<file path="src/rtl/multu_hilo_pkg.sv">
// Shared MIPS decode constants for the multiply/HI-LO block and its neighbours.
// Holds the R-type funct codes seen on the alu_ctl Signal output and the EX
// result-mux select codes used when MFHI/MFLO forward HI/LO into the pipeline.
package multu_hilo_pkg;

  // R-type funct codes as produced by alu_ctl.
  localparam logic [5:0] F_SLL   = 6'd0;
  localparam logic [5:0] F_JR    = 6'd8;
  localparam logic [5:0] F_MFHI  = 6'd16;
  localparam logic [5:0] F_MFLO  = 6'd18;
  localparam logic [5:0] F_MULTU = 6'd25;
  localparam logic [5:0] F_ADD   = 6'd32;
  localparam logic [5:0] F_SUB   = 6'd34;
  localparam logic [5:0] F_AND   = 6'd36;
  localparam logic [5:0] F_OR    = 6'd37;
  localparam logic [5:0] F_SLT   = 6'd42;

  // EX result mux selects.
  typedef enum logic [1:0] {
    MUX_ALU = 2'b00,
    MUX_HI  = 2'b01,
    MUX_LO  = 2'b10,
    MUX_SLL = 2'b11
  } mux_sel_e;

endpackage

</file>
<file path="src/rtl/multu_hilo_if.sv">
// Request/result bundle between the EX stage and the multiplier.
//   funct  : funct/Signal from alu_ctl (master -> slave)
//   dataA  : multiplicand, rs          (master -> slave)
//   dataB  : multiplier, rt            (master -> slave)
//   hi_out : architectural HI          (slave -> master)
//   lo_out : architectural LO          (slave -> master)
//   busy   : iteration sequence active (slave -> master)
//   done   : one-cycle commit pulse    (slave -> master)
interface multu_hilo_if #(
  parameter int WIDTH = 32
);
  logic [5:0]       funct;
  logic [WIDTH-1:0] dataA;
  logic [WIDTH-1:0] dataB;
  logic [WIDTH-1:0] hi_out;
  logic [WIDTH-1:0] lo_out;
  logic             busy;
  logic             done;

  modport master (
    output funct, dataA, dataB,
    input  hi_out, lo_out, busy, done
  );

  modport slave (
    input  funct, dataA, dataB,
    output hi_out, lo_out, busy, done
  );
endinterface

</file>
<file path="src/rtl/multu_hilo_mul_step.sv">
// One iteration of the unsigned shift-add multiplier, purely combinational.
//   acc, plier : current {acc,plier} partial product / remaining multiplier
//   mcand      : multiplicand
//   acc_next, plier_next : {sum,plier} >> 1, carry of the add entering acc MSB
module mul_step #(
  parameter int WIDTH = 32
) (
  input  logic [WIDTH-1:0] acc,
  input  logic [WIDTH-1:0] plier,
  input  logic [WIDTH-1:0] mcand,
  output logic [WIDTH-1:0] acc_next,
  output logic [WIDTH-1:0] plier_next
);
  logic [WIDTH:0] sum;

  // Extra MSB keeps the carry so it is not lost before the shift.
  assign sum        = {1'b0, acc} + (plier[0] ? {1'b0, mcand} : '0);
  assign acc_next   = sum[WIDTH:1];
  assign plier_next = {sum[0], plier[WIDTH-1:1]};
endmodule

</file>
<file path="src/rtl/multu_hilo.sv">
// Multi-cycle unsigned multiplier (MULTU) with architectural HI/LO registers.
//   clk : rising-edge clock
//   rst : asynchronous, active-high reset
//   bus : multu_hilo_if slave (funct, dataA, dataB in; hi_out, lo_out, busy, done out)
// A request (funct == F_MULTU in IDLE) runs WIDTH shift-add steps; the product
// commits to HI/LO on the last step, done pulses once, and the block waits in
// HOLD until funct leaves F_MULTU so a held request yields one multiply.
module multu_hilo #(
  parameter int         WIDTH   = 32,
  parameter logic [5:0] F_MULTU = multu_hilo_pkg::F_MULTU
) (
  input  logic         clk,
  input  logic         rst,
  multu_hilo_if.slave  bus
);
  localparam int CNT_W = $clog2(WIDTH) + 1;

  typedef enum logic [1:0] {
    IDLE = 2'd0,
    RUN  = 2'd1,
    HOLD = 2'd2
  } state_e;

  state_e           state, state_nx;
  logic [CNT_W-1:0] counter;
  logic [WIDTH-1:0] mcand, acc, plier;
  logic [WIDTH-1:0] acc_nx, plier_nx;
  logic [WIDTH-1:0] hi, lo;
  logic             done_q;
  logic             load, step, last;

  mul_step #(.WIDTH(WIDTH)) u_step (
    .acc        (acc),
    .plier      (plier),
    .mcand      (mcand),
    .acc_next   (acc_nx),
    .plier_next (plier_nx)
  );

  always_comb begin
    // NOTE: every output of this block gets a default first, so no path leaves
    // a signal unassigned and no latch is inferred.
    state_nx = state;
    load     = 1'b0;
    step     = 1'b0;
    last     = 1'b0;
    case (state)
      IDLE: begin
        if (bus.funct == F_MULTU) begin
          state_nx = RUN;
          load     = 1'b1;
        end
      end
      RUN: begin
        step = 1'b1;
        if (counter == CNT_W'(WIDTH - 1)) begin
          last     = 1'b1;
          state_nx = HOLD;
        end
      end
      HOLD: begin
        if (bus.funct != F_MULTU) state_nx = IDLE;
      end
      default: state_nx = IDLE;
    endcase
  end

  // NOTE: non-blocking assignments here so every register samples the
  // pre-edge values of the others, matching the hardware it describes.
  always_ff @(posedge clk or posedge rst) begin
    if (rst) begin
      // NOTE: work registers are cleared too, so an aborted run leaves no
      // stale partial product visible to a later debug read or X-propagation.
      state   <= IDLE;
      counter <= '0;
      mcand   <= '0;
      acc     <= '0;
      plier   <= '0;
      hi      <= '0;
      lo      <= '0;
      done_q  <= 1'b0;
    end else begin
      state  <= state_nx;
      done_q <= last;
      if (load) begin
        mcand   <= bus.dataA;
        acc     <= '0;
        plier   <= bus.dataB;
        counter <= '0;
      end else if (step) begin
        acc     <= acc_nx;
        plier   <= plier_nx;
        counter <= counter + 1'b1;
      end
      // HI/LO only move on the final step; no partial products are exposed.
      if (last) begin
        hi <= acc_nx;
        lo <= plier_nx;
      end
    end
  end

  assign bus.busy   = (state == RUN);
  assign bus.done   = done_q;
  assign bus.hi_out = hi;
  assign bus.lo_out = lo;
endmodule

</file>
<file path="src/flat_wrapper.sv">
// flat-port wrapper written by rule: the top's interface ports become plain ports
module multu_hilo_flat 
#(
  parameter int         WIDTH   = 32,
  parameter logic [5:0] F_MULTU = multu_hilo_pkg::F_MULTU
)
  (clk, rst, bus_funct, bus_dataA, bus_dataB, bus_hi_out, bus_lo_out, bus_busy, bus_done);
  multu_hilo_if #(.WIDTH(WIDTH)) bus_i ();
  input  logic clk;
  input  logic rst;
  input wire logic [$bits(bus_i.funct)-1:0] bus_funct;
  input wire logic [$bits(bus_i.dataA)-1:0] bus_dataA;
  input wire logic [$bits(bus_i.dataB)-1:0] bus_dataB;
  output wire logic [$bits(bus_i.hi_out)-1:0] bus_hi_out;
  output wire logic [$bits(bus_i.lo_out)-1:0] bus_lo_out;
  output wire logic [$bits(bus_i.busy)-1:0] bus_busy;
  output wire logic [$bits(bus_i.done)-1:0] bus_done;
  assign bus_i.funct = bus_funct;
  assign bus_i.dataA = bus_dataA;
  assign bus_i.dataB = bus_dataB;
  assign bus_hi_out = bus_i.hi_out;
  assign bus_lo_out = bus_i.lo_out;
  assign bus_busy = bus_i.busy;
  assign bus_done = bus_i.done;
  multu_hilo #(.WIDTH(WIDTH), .F_MULTU(F_MULTU)) u_core (.clk(clk), .rst(rst), .bus(bus_i));
endmodule
</file>
<file path="config.mk">
export PLATFORM = sky130hd
export DESIGN_NAME = multu_hilo_flat
export DESIGN_NICKNAME = d
export VERILOG_FILES = /design/src/rtl/multu_hilo_pkg.sv /design/src/rtl/multu_hilo_if.sv /design/src/rtl/multu_hilo_mul_step.sv /design/src/rtl/multu_hilo.sv /design/src/flat_wrapper.sv
export SDC_FILE = /design/constraint.sdc
export NUM_CORES = 1
export LEC_CHECK = 0
export BUFFER_PORTS_ARGS = -buffer_cell sky130_fd_sc_hd__buf_4
export CELL_PAD_IN_SITES_DETAIL_PLACEMENT = 0
export CELL_PAD_IN_SITES_GLOBAL_PLACEMENT = 2
export CORE_MARGIN = 2
export CORE_UTILIZATION = 32
export CTS_CLUSTER_SIZE = 40
export DETAILED_ROUTE_END_ITERATION = 10
export PLACE_DENSITY_LB_ADDON = 0.1
export SYNTH_ARGS = -nofsm -noshare
export SYNTH_HDL_FRONTEND = slang
export SYNTH_SLANG_ARGS = --single-unit
</file>
<file path="constraint.sdc">
create_clock -name clk -period 4.37 [get_ports clk]
set_clock_uncertainty 0.2 [all_clocks]
set_input_delay 0 -clock clk [delete_from_list [all_inputs] [get_ports clk]]
set_output_delay 0 -clock clk [all_outputs]
set_load 0.01 [all_outputs]
</file>
**After elaboration in Yosys (flattened, before gate mapping)**

Cells that the tools add are included.

- Bits in registers: 169
- Input bits: 72
- Output and inout port bits: 66
- Word-level logic and storage cells: 37

- Add/subtract/negate cells: 2
- Equality and inequality tests: 8
- Mux-type cells: 16
- Reductions and logical operators: 3

Operators with widths:

| cell | count |
|---|---|
| 32-bit two-way mux | 5 |
| 32-bit by 33-bit adder with 33-bit output | 1 |
| 6-bit by 5-bit equality test with 1-bit output, second input constant | 2 |
| 6-bit two-way mux | 2 |
| 6-bit by 1-bit adder with 6-bit output, second input constant | 1 |
| 2-bit two-way mux | 3 |
| 2-bit by 1-bit inequality test with 1-bit output, second input constant | 3 |
| 6-bit by 5-bit inequality test with 1-bit output, second input constant | 1 |
| 2-bit case mux with 3 select lines | 1 |
| 1-bit two-way mux | 5 |
| 3-bit AND reduction | 1 |
| 2-bit by 1-bit equality test with 1-bit output, second input constant | 1 |
| 2-bit equality test, second input constant | 1 |
| 2-bit logical NOT | 1 |
| 2-bit nonzero test | 1 |

**Depth between registers and ports, before layout**

Gate-level depths: netlist of run 1.

- Depth in word-level cells: 4
- Mapped depth: 11
- Depth with buffers taken out: 10

**Cells and area by module**

From an unflattened synthesis of run 1, not the netlist that was laid out.

- Cells, all modules: 851
- Area, all modules: 9263.9 um^2

By module, submodules not included:

| module | times used | cells an instance | area each (um^2) | seq. area each (um^2) |
|---|---|---|---|---|
| multu_hilo | 1 | 498 | 6835.3 | 4229.1 |
| mul_step | 1 | 353 | 2428.6 | 0.0 |

**Worst setup path after synthesis of run 1**

OpenSTA, ideal clock, no wires.

- Kind: register to register
- Start: register u_core.plier[0]
- End: register u_core.hi[25], in the netlist u_core.bus.hi_out[25]
- Library setup time: 125 ps
- Data arrival time: 2665 ps
- Data required time: 4045 ps
- Path slack: 1380 ps
- Stages on the path, launching flop included: 12
- Buffers on the path: 1
- Period minus slack after synthesis: 2990 ps
- Cells stage by stage: dfrtp_1 clkbuf_1 and2_1 ha_1 fa_1 a211oi_1 o21bai_1 o21ai_1 o211ai_1 a31oi_1 xnor2_1 mux2_2

- Cells in the longest elaborated chain, start to end: 2

Ends and longest elaborated chain:

| what | line | RTL |
|---|---|---|
| start, declared | multu_hilo.sv:26 | `logic [WIDTH-1:0] mcand, acc, plier;` |
| start signal, assigned | multu_hilo.sv:88 | `plier <= bus.dataB;` |
| start signal, assigned | multu_hilo.sv:92 | `plier <= plier_nx;` |
| 32-bit two-way mux | multu_hilo_mul_step.sv:17 | `assign sum = {1'b0, acc} + (plier[0] ? {1'b0, mcand} : '0);` |
| 32-bit by 33-bit adder with 33-bit output | multu_hilo_mul_step.sv:17 |  |
| end signal, assigned | multu_hilo.sv:97 | `hi <= acc_nx;` |
| end, declared | multu_hilo.sv:28 | `logic [WIDTH-1:0] hi, lo;` |

Every way passes these cells.
A chain may end at the register's enable or synchronous reset.

**Worst setup path after layout of run 1**

- Start: register u_core.plier[0]
- End: register u_core.hi[27], in the netlist u_core.bus.hi_out[27]

The elaborated chain is that of the path after synthesis.

==> results.yml, run 1 <==
setup_path:
  r2r_end: "u_core.bus.hi_out[27]$_DFFE_PP0P_"
  critPathSlowestCell: "dfrtp_1"
  critPathMaxFanout: 28
  crit_required_ns: 4.50
  r2r_slack_ns: 0.58
  critPathLaunchType: "flip-flop"
  worstPathCellList: "and2_1, ha_1, nand4_1, nor4b_1, o2111ai_1, a31oi_1, a21oi_1, xnor2_1, mux2_2"
  r2r-start: "u_core.plier[0]$_DFFE_PP0P_"
  r2r_cells: 9
  crit_family: "simple AND/OR/NAND/NOR gates"
  path_class: "flip-flop to flip-flop"
  path_buf_inv: 0
  end_kind: "flip-flop"
  cp_slowest_stage_delay_ns: 0.73
  worstPathArrival_ns: 3.92
timing:
  rsz0062_at_grt: "no"
  worst_pin_slew_ns: 0.986
  slew_headroom_pct: 34.2
  setup-tns-final_ns: 0
  period_share_pct: 86.8
  hold_viol: 0
  layout_min_cycle_time_ns: 3.79
  setup_viol_count_final: 0
  timing.final.max_slew_violations: 0
  fmax_ghz: 0.264
layout:
  area.growth.synth_to_final_pct: 29.8
  register_area_um2: 4230
  antenna_cells: 0
  mostFrequentLayoutCells: "199 x nand2_1, 168 x dfrtp_1, 151 x buf_4"
  multi_input_area_um2: 4340
  fin_area_um2: 11400
  nets: 1204
  final.fill_count: 2723
  final_common_cell: "nand2_1"
  final_layout_size_suffix_gt1_share_pct: 22.3
grt:
  grtUsageTotal_pct: 18.1
  grt_max_degree: 110
  antenna_found_initial: 0
  gr-total-overflow: 0
  grt_pass1_wl_um: 41200
  grt_pass1_vias: 7476
yosys:
  syn_area_per_cell_um2: 9.64
  synth-edff-count: 0
  synth_top_area_share_pct: 48.0
  ys_ff_latch: 169
  syn_nets: 1021
  syn_inst: 915
  synth_area_leaders: "dfrtp_1 48%, nand2_1 8.5%, mux2_2 5.5%"
  syn_area_um2: 8820
  seq_area_frac_synth_pct: 48.0
  async_flop_share_pct: 100
  synth_top_area_cell: "dfrtp_1"
  synth.distinct_cells: 66
  yosys_warnings: 0
  yosys_most_used_dff: "dfrtp_1"
detailed_routing:
  wl_per_cell_um: 17.5
  drt_iter0_drc: 387
  first_pass_iters: 5
  drt-total-wl_um: 25300
  drc: 0
  vias: 7286
  vias_per_cell: 5.02
  ant_nets: 0
placement:
  post_dp_cell_area_um2: 10200
  place.gp.congestion: 0.874
  io_buffers: 137
  dp_hpwl_um: 16900
die:
  boundaryPins: 138
  placementRows: 60
  start_util_pct: 32.6
  chipHeight_um: 170
  die_area_um2: 28900
  die_w_um: 170
  core_um2: 27000
status:
  status: "finished, final reports clean"
clock_tree:
  cts-root-buf: "clkbuf_16"
  clk_pin_slew_worst_paths_ns: 0.07
  cts_resized: 0
  clockBufferDepth: 2
  numCtsBuffers: 17
  htreeDepth: 4
  clock-sinks: 169
  cts_tree: "built"
  clk-insertion-delay-late_ns: 0.44
  post_cts_buffers: 0
  holdBufCountCts: 66
hold_path:
  min_to: "u_core.mcand[12]$_DFFE_PP0P_"
  holdCritStartpoint: "bus_dataA[12]"
  holdCritPathClass: "primary input to flip-flop"
  whs_path_depth: 3
flow_run:
  maxCapViolations: 0
power_and_ir_drop:
  leakagePower_nw: 5.61
  ir_worst_vdd_uv: 262
  powerDensity_nw_per_um2: 458
[through the flow]
stage | hold WS, ns | utilization (%) | power, mW | std cells | setup slack (ns)
finish | 0.126 | 42.4 | 5.24 | 1451 | 0.577
global route | 0.121 | 42.4 | 5.60 | 1451 | 0.291
CTS | 0.112 | 42.4 | 5.31 | 1451 | 0.528
detailed placement | -0.234 | 37.8 | 3.70 | 1354 | 0.553
global placement | -0.237 | 37.8 | 3.69 | 1354 | 0.621
floorplan | -0.0494 | - | 3.19 | 915 | 1.38
[cell families after synthesis]
group,Yosys count,synth area share [%]
flip-flops,169,48.0
buffers and inverters,66,2.82
AND/OR/NAND/NOR,346,18.9
XOR/XNOR,25,2.48
multiplexers,45,5.72
adder cells (fa/ha/maj),34,4.91
AO/OA/AOI/OAI,230,17.2
[worst max path at each step]
stage / startpoint / end / slack (ns) / cells past startpoint
final: u_core.plier[0]$_DFFE_PP0P_ / u_core.bus.hi_out[27]$_DFFE_PP0P_ / 0.58 / 9
after detailed placement: u_core.plier[0]$_DFFE_PP0P_ / u_core.bus.hi_out[25]$_DFFE_PP0P_ / 0.55 / 10
after CTS: u_core.plier[0]$_DFFE_PP0P_ / u_core.bus.hi_out[25]$_DFFE_PP0P_ / 0.53 / 10
after global placement: u_core.plier[0]$_DFFE_PP0P_ / u_core.bus.hi_out[25]$_DFFE_PP0P_ / 0.62 / 10
after floorplan: u_core.plier[0]$_DFFE_PP0P_ / u_core.bus.hi_out[25]$_DFFE_PP0P_ / 1.38 / 11
after global routing: u_core.plier[0]$_DFFE_PP0P_ / u_core.bus.hi_out[25]$_DFFE_PP0P_ / 0.29 / 10
[state kept, by name, summed over array words and instances, names as in the netlist]
name,cells
u_core.acc,32
u_core.bus.hi_out,32
u_core.bus.lo_out,32
u_core.mcand,32
u_core.plier,32
u_core.counter,6
u_core.state,2
u_core.bus.done,1
[power breakdown]
| part | switching (mW) | leakage (nW) | internal [mW] |
|---|---|---|---|
| combinational | 0.862 | 3.06 | 0.644 |
| sequential | 0.299 | 2.27 | 1.89 |
| clock | 0.734 | 0.282 | 0.810 |
| total | 1.89 | 5.61 | 3.35 |
[worst register-to-register path, delay by kind of cell, from the launching register on]
kind / cells / cell delay [ns]
compound gates: 3 / 0.83
mux: 1 / 0.27
flops: 1 / 0.73
fa+ha+maj: 1 / 0.40
xor+xnor: 1 / 0.16
simple gates: 3 / 1.11
[metal layers]
| metal | track usage [%] | up-vias | share of wire [%] | wire length (um) |
|---|---|---|---|---|
| li1 | - | 3598 | - | - |
| met1 | 25.9 | 3528 | 51 | 13000 |
| met2 | 28.6 | 140 | 44 | 11200 |
| met3 | 3.00 | 20 | 2.9 | 745 |
| met4 | 4.35 | 0 | 1.2 | 312 |
| met5 | 0 | - | 0 | 0 |
[area by class of cell]
type / count / area share (%)
timing repair buffer: 218 / 15.8
tap: 341 / 3.73
inverter: 12 / 0.426
sequential: 169 / 36.9
clock inverter: 14 / 1.40
clock buffer: 17 / 3.72
multi-input combinational: 680 / 37.9
[synth_stat cells, drive strengths merged, types with 9 or more instances]
cell type / number
mux2: 43
nand4: 15
xnor2: 19
clkbuf: 44
a21oi: 66
ha: 33
nor2: 12
nand3: 16
inv: 12
buf: 10
nor3: 9
o21ai: 65
a22o: 23
and2: 39
nor3b: 32
dfrtp: 169
a21o: 16
nand2: 200
Power figures use the tool's default switching activity.
==> inputs of run 2 (changes only) <==
CORE_UTILIZATION = 34   (was 32)
SYNTH_HIERARCHICAL = 1   (was default)
==> run 2 against run 1 <==
Flip-flop and latch count did not move. Wire length fell by 4.6%. Power rose by 22%. Largest cell class unchanged. Highest routed layer unchanged.
==> results.yml, run 2 <==
timing:
  slew_headroom_pct: 26.1
  hold_viol: 0
  setup_viol_count_final: 0
  layout_min_cycle_time_ns: 3.65
  worst_pin_slew_ns: 1.11
  period_share_pct: 83.5
  fmax_ghz: 0.274
  setup-tns-final_ns: 0
  timing.final.max_slew_violations: 0
  rsz0062_at_grt: "no"
die:
  boundaryPins: 138
  core_um2: 26900
  die_w_um: 169
  start_util_pct: 34.5
  die_area_um2: 28600
  placementRows: 60
  chipHeight_um: 169
setup_path:
  r2r_slack_ns: 0.72
  r2r-start: "u_core/plier[0]$_DFFE_PP0P_"
  worstPathArrival_ns: 3.82
  crit_end: "u_core/bus.hi_out[25]$_DFFE_PP0P_"
  r2r_cells: 10
  critPathSlowestCell: "dfrtp_1"
  end_kind: "flip-flop"
  worstPathCellList: "and2_1, ha_1, fa_1, a211oi_2, o211ai_2, a2111oi_4, nor3b_2, o2111a_1, a311oi_1, mux2_2"
  crit_required_ns: 4.54
  critPathMaxFanout: 14
  path_class: "flip-flop to flip-flop"
  r2r_end: "u_core/bus.hi_out[25]$_DFFE_PP0P_"
  crit_path_start: "u_core/plier[0]$_DFFE_PP0P_"
  cp_slowest_stage_delay_ns: 0.51
  critPathLaunchType: "flip-flop"
layout:
  final_common_cell: "dfrtp_1"
  area.growth.synth_to_final_pct: 26.2
  nets: 1117
  mostFrequentLayoutCells: "168 x dfrtp_1, 147 x buf_4, 100 x mux2_2"
  final_core_util_pct: 43.5
  antenna_cells: 0
  final_layout_size_suffix_gt1_share_pct: 29.3
clock_tree:
  clock-sinks: 169
  cts_resized: 0
  clk_pin_slew_worst_paths_ns: 0.07
  post_cts_buffers: 0
  htreeDepth: 4
  cts-root-buf: "clkbuf_16"
  holdBufCountCts: 72
  cts_tree: "built"
  clk-insertion-delay-late_ns: 0.44
  clockBufferDepth: 2
  numCtsBuffers: 17
power_and_ir_drop:
  leakagePower_nw: 5.60
  powerDensity_nw_per_um2: 549
  ir_worst_vdd_uv: 239
yosys:
  ys_ff_latch: 169
  synth_compound_area_share_pct: 15.1
  synth_area_leaders: "dfrtp_1 46%, mux2_2 12%, ha_1 4.5%"
  async_flop_share_pct: 100
  syn_area_um2: 9260
  synth.most_common_cell: "dfrtp_1"
  synthSimpleGateAreaFrac_pct: 13.2
  yosys_warnings: 6
  yosys_most_used_dff: "dfrtp_1"
  synthTopCellsByCount: "169 x dfrtp_1, 100 x mux2_2, 58 x nor2_1"
  synthMuxAreaShare_pct: 12.4
  synth_top_area_share_pct: 45.7
  syn_inst: 851
  post_synth_xor_area_fraction_pct: 2.08
  syn_area_per_cell_um2: 10.9
  synth_top_family_by_area: "compound AO/OA/AOI/OAI gates"
  syn_nets: 957
  synth.distinct_cells: 66
  synth-edff-count: 0
  seq_area_frac_synth_pct: 45.7
  synth_fa_ha_area_share_pct: 4.67
  synth_top_area_cell: "dfrtp_1"
hold_path:
  whs_path_depth: 4
  holdCritPathClass: "primary input to flip-flop"
placement:
  place.gp.congestion: 0.792
  dp_hpwl_um: 15700
  io_buffers: 137
grt:
  grtUsageTotal_pct: 17.3
  gr-total-overflow: 0
  antenna_found_initial: 0
  grt_pass1_vias: 7361
  grt_pass1_wl_um: 39600
  grt_max_degree: 170
detailed_routing:
  first_pass_iters: 8
  drt_iter0_drc: 425
  ant_nets: 0
  vias_per_cell: 5.20
  drt-total-wl_um: 24200
  vias: 7104
  wl_per_cell_um: 17.7
  drc: 0
status:
  status: "finished, final reports clean"
flow_run:
  maxCapViolations: 0
## run 2: cell types whose count changed after synthesis, sizes merged, moves of 30 or more
cell	previous run	this run
nand2	200	24
mux2	43	100
buf	10	57
nor2	12	58
o21ai	65	19
inv	12	44
a21oi	66	36
a221oi	1	31
## run 2: critical path: cells and delay by family (launching register included)
kind            cells  cell delay, ns
compound gates      5            1.57
fa+ha+maj           2            0.66
simple gates        2            0.39
flops               1            0.51
mux                 1            0.24
## run 2: final cells by class
| class | instances | area (um2) |
|---|---|---|
| fillers | 2590 | 15200 |
| multi-input cells | 558 | 4420 |
| flip-flops and latches | 169 | 4230 |
| repair buffers | 221 | 1860 |
| well taps | 341 | 427 |
| clock buffers | 17 | 425 |
| inverters | 44 | 169 |
| clock inverters | 15 | 153 |
## run 2: cell families after synthesis
kind of cell / count (synthesis)
adder cells (fa/ha/maj): 34
multiplexers: 102
AND/OR/NAND/NOR: 215
XOR/XNOR: 22
AO/OA/AOI/OAI: 185
flip-flops: 169
buffers and inverters: 124
## run 2: how the worst min path moves through the flow
stage                        from                            to  slack (ns)
floorplan            bus_dataA[0]   u_core/mcand[0]$_DFFE_PP0P_       -0.05
global placement    bus_dataA[18]  u_core/mcand[18]$_DFFE_PP0P_        0.03
detailed placement   bus_dataA[8]   u_core/mcand[8]$_DFFE_PP0P_        0.04
CTS                  bus_funct[3]   u_core/state[0]$_DFFE_PP0P_        0.07
global route         bus_funct[3]   u_core/state[0]$_DFFE_PP0P_         0.1
finish               bus_funct[3]   u_core/state[0]$_DFFE_PP0P_        0.08
## run 2: where the power goes
| group | switching, mW | total, mW | leakage, nW | internal, mW |
|---|---|---|---|---|
| sequential | 0.270 | 2.20 | 2.15 | 1.93 |
| combinational | 1.50 | 2.71 | 3.18 | 1.21 |
| clock | 0.745 | 1.51 | 0.276 | 0.765 |
| total | 2.51 | 6.42 | 5.60 | 3.91 |
## run 2: per-stage QoR
| step | instances | hold WS [ns] | setup slack, ns | power [mW] | area (um2) |
|---|---|---|---|---|---|
| 2_1_floorplan | 851 | -0.0483 | 1.13 | 4.33 | 9270 |
| 3_3_place_gp | 1261 | 0.0330 | 0.813 | 4.83 | 10400 |
| 3_5_place_dp | 1261 | 0.0357 | 0.731 | 4.87 | 10400 |
| 4_1_cts | 1365 | 0.0656 | 0.721 | 6.48 | 11700 |
| 5_1_grt | 1365 | 0.0978 | 0.512 | 6.91 | 11700 |
| 6_report | 1365 | 0.0834 | 0.722 | 6.42 | 11700 |
## run 2: per-layer routing
metal	GRT usage (%)	vias up	part of all wire, %
li1	-	3385	-
met1	24.9	3549	50
met2	26.5	157	45
met3	4.00	13	4.6
met4	3.94	0	1.0
met5	0	-	0
==> inputs of run 3 (changes only) <==
clock period = 3.1 ns   (was 4.37 ns; I/O delays follow)
==> run 3 against run 2 <==
The flow now finishes with violations (setup timing). First-iteration DRC count is 22% lower. Flip-flop and latch count stayed put. Die area unchanged. Count of clock-buffer cells in the layout is the same. Combinational power up 66%. Maximum frequency up 13%. Power up 54%. Hold slack worse by 0.023 ns. Critical endpoint is now u_core/bus.hi_out[23]$_DFFE_PP0P_. Largest cell class unchanged. Largest power group unchanged.
==> results.yml, run 3 (synthesis results as in run 2) <==
layout:
  final_common_cell: "buf_4"
  instances_no_fill: 1416
  final_layout_size_suffix_gt1_share_pct: 35.7
  final.fill_count: 2592
  register_area_um2: 4230
  mostFrequentLayoutCells: "192 x buf_4, 168 x dfrtp_1, 98 x mux2_2"
  final_core_util_pct: 46.2
  area.growth.synth_to_final_pct: 33.9
  nets: 1168
  antenna_cells: 0
  multi_input_area_um2: 4640
grt:
  antenna_found_initial: 0
  grt_max_degree: 67
  grt_pass1_vias: 7519
  gr-total-overflow: 0
  grt_pass1_wl_um: 39900
  grtUsageTotal_pct: 17.4
die:
  die_w_um: 169
  placementRows: 60
  core_um2: 26900
  start_util_pct: 34.5
  chipHeight_um: 169
  die_area_um2: 28600
  boundaryPins: 138
detailed_routing:
  drt-total-wl_um: 24700
  wl_per_cell_um: 17.5
  drt_iter0_drc: 331
  vias_per_cell: 5.12
  drc: 0
  vias: 7244
  first_pass_iters: 4
  ant_nets: 0
timing:
  setup-tns-final_ns: -0.381
  fmax_ghz: 0.311
  whs_ns: 0.0608
  slew_headroom_pct: 50.3
  worst_slack_ns: -0.120
  timing.final.max_slew_violations: 0
  worst_pin_slew_ns: 0.744
  hold_viol: 0
  setup_viol_count_final: 5
  rsz0062_at_grt: "yes"
  layout_min_cycle_time_ns: 3.22
  period_share_pct: 104
setup_path:
  critPathLaunchType: "flip-flop"
  crit_required_ns: 3.22
  crit_end: "u_core/bus.hi_out[23]$_DFFE_PP0P_"
  r2r-start: "u_core/plier[0]$_DFFE_PP0P_"
  critPathMaxFanout: 6
  worstPathArrival_ns: 3.35
  path_class: "flip-flop to flip-flop"
  end_kind: "flip-flop"
  r2r_cells: 10
  crit_path_start: "u_core/plier[0]$_DFFE_PP0P_"
  r2r_slack_ns: -0.12
  r2r_end: "u_core/bus.hi_out[23]$_DFFE_PP0P_"
clock_tree:
  clock-sinks: 169
  cts-root-buf: "clkbuf_16"
  cts_tree: "built"
  clockBufferDepth: 2
  htreeDepth: 4
  clk_pin_slew_worst_paths_ns: 0.08
  clk-insertion-delay-late_ns: 0.45
  numCtsBuffers: 17
placement:
  io_buffers: 137
  dp_hpwl_um: 16600
  place_inst: 1309
  place.gp.congestion: 0.814
power_and_ir_drop:
  leakagePower_nw: 5.97
  ir_worst_vdd_uv: 364
  powerDensity_nw_per_um2: 798
status:
  violations: "setup timing"
  status: "finished with violations"
hold_path:
  holdCritPathClass: "primary input to async pin"
flow_run:
  maxCapViolations: 0
## run 3: cell count changes in the layout (fill, tap and decap cells not counted), sizes merged
cell      previous run  this run
buf                149       200
clkinv               3         6
clkinvlp             4         1
## run 3: worst max-delay path, cell delays in order (launching register included)
cell       delay [ns]
dfrtp_1          0.41
and2_4           0.18
ha_4             0.15
fa_2             0.37
a211oi_4         0.25
o211ai_2         0.15
a2111oi_4        0.41
nor3b_4          0.12
or4_1            0.43
o311a_1          0.16
mux2_4           0.27
## run 3: routing by layer
metal  global-route usage [%]  share of wire, %  vias to the layer above
li1                         -                 -                     3494
met1                     24.8                49                     3623
met2                     27.3                46                      108
met3                     3.37               3.9                       19
met4                     4.53               1.1                        0
met5                        0                 0                        -
## run 3: worst min path at each step
stage | start | end | depth (start not counted)
6_report | rst | u_core/mcand[28]$_DFFE_PP0P_ | 3
5_1_grt | bus_funct[3] | u_core/state[0]$_DFFE_PP0P_ | 4
4_1_cts | rst | u_core/mcand[31]$_DFFE_PP0P_ | 3
3_5_place_dp | rst | u_core/mcand[28]$_DFFE_PP0P_ | 2
3_3_place_gp | rst | u_core/mcand[28]$_DFFE_PP0P_ | 2
2_1_floorplan | bus_dataA[0] | u_core/mcand[0]$_DFFE_PP0P_ | 1
## run 3: area by class of cell
cell class              instances  share of cell area, %
multi-input cells             558                   37.4
flip-flops and latches        169                   34.1
repair buffers                272                   18.5
well taps                     341                   3.44
clock buffers                  17                   3.43
clock inverters                15                   1.82
inverters                      44                   1.36
## run 3: power by group
| part | internal (mW) | total, mW | switching [mW] |
|---|---|---|---|
| sequential | 2.72 | 3.10 | 0.380 |
| combinational | 2.18 | 4.49 | 2.31 |
| clock | 1.14 | 2.31 | 1.17 |
## run 3: timing repair
item,in CTS,in global routing
gates cloned,0,0
endpoints found under the hold margin,206,0
hold buffers,72,0
buffers inserted,2,1
resized for setup,17,33
pin swaps,7,12
endpoints found under the setup margin,19,36
## run 3: metrics by stage
step	setup WS (ns)	total power, mW	cell area (um2)
2_1_floorplan	0.0159	6.11	9270
3_3_place_gp	-0.158	7.24	10800
3_5_place_dp	-0.242	7.28	10800
4_1_cts	-0.133	9.82	12300
5_1_grt	-0.219	10.6	12400
6_report	-0.120	9.90	12400
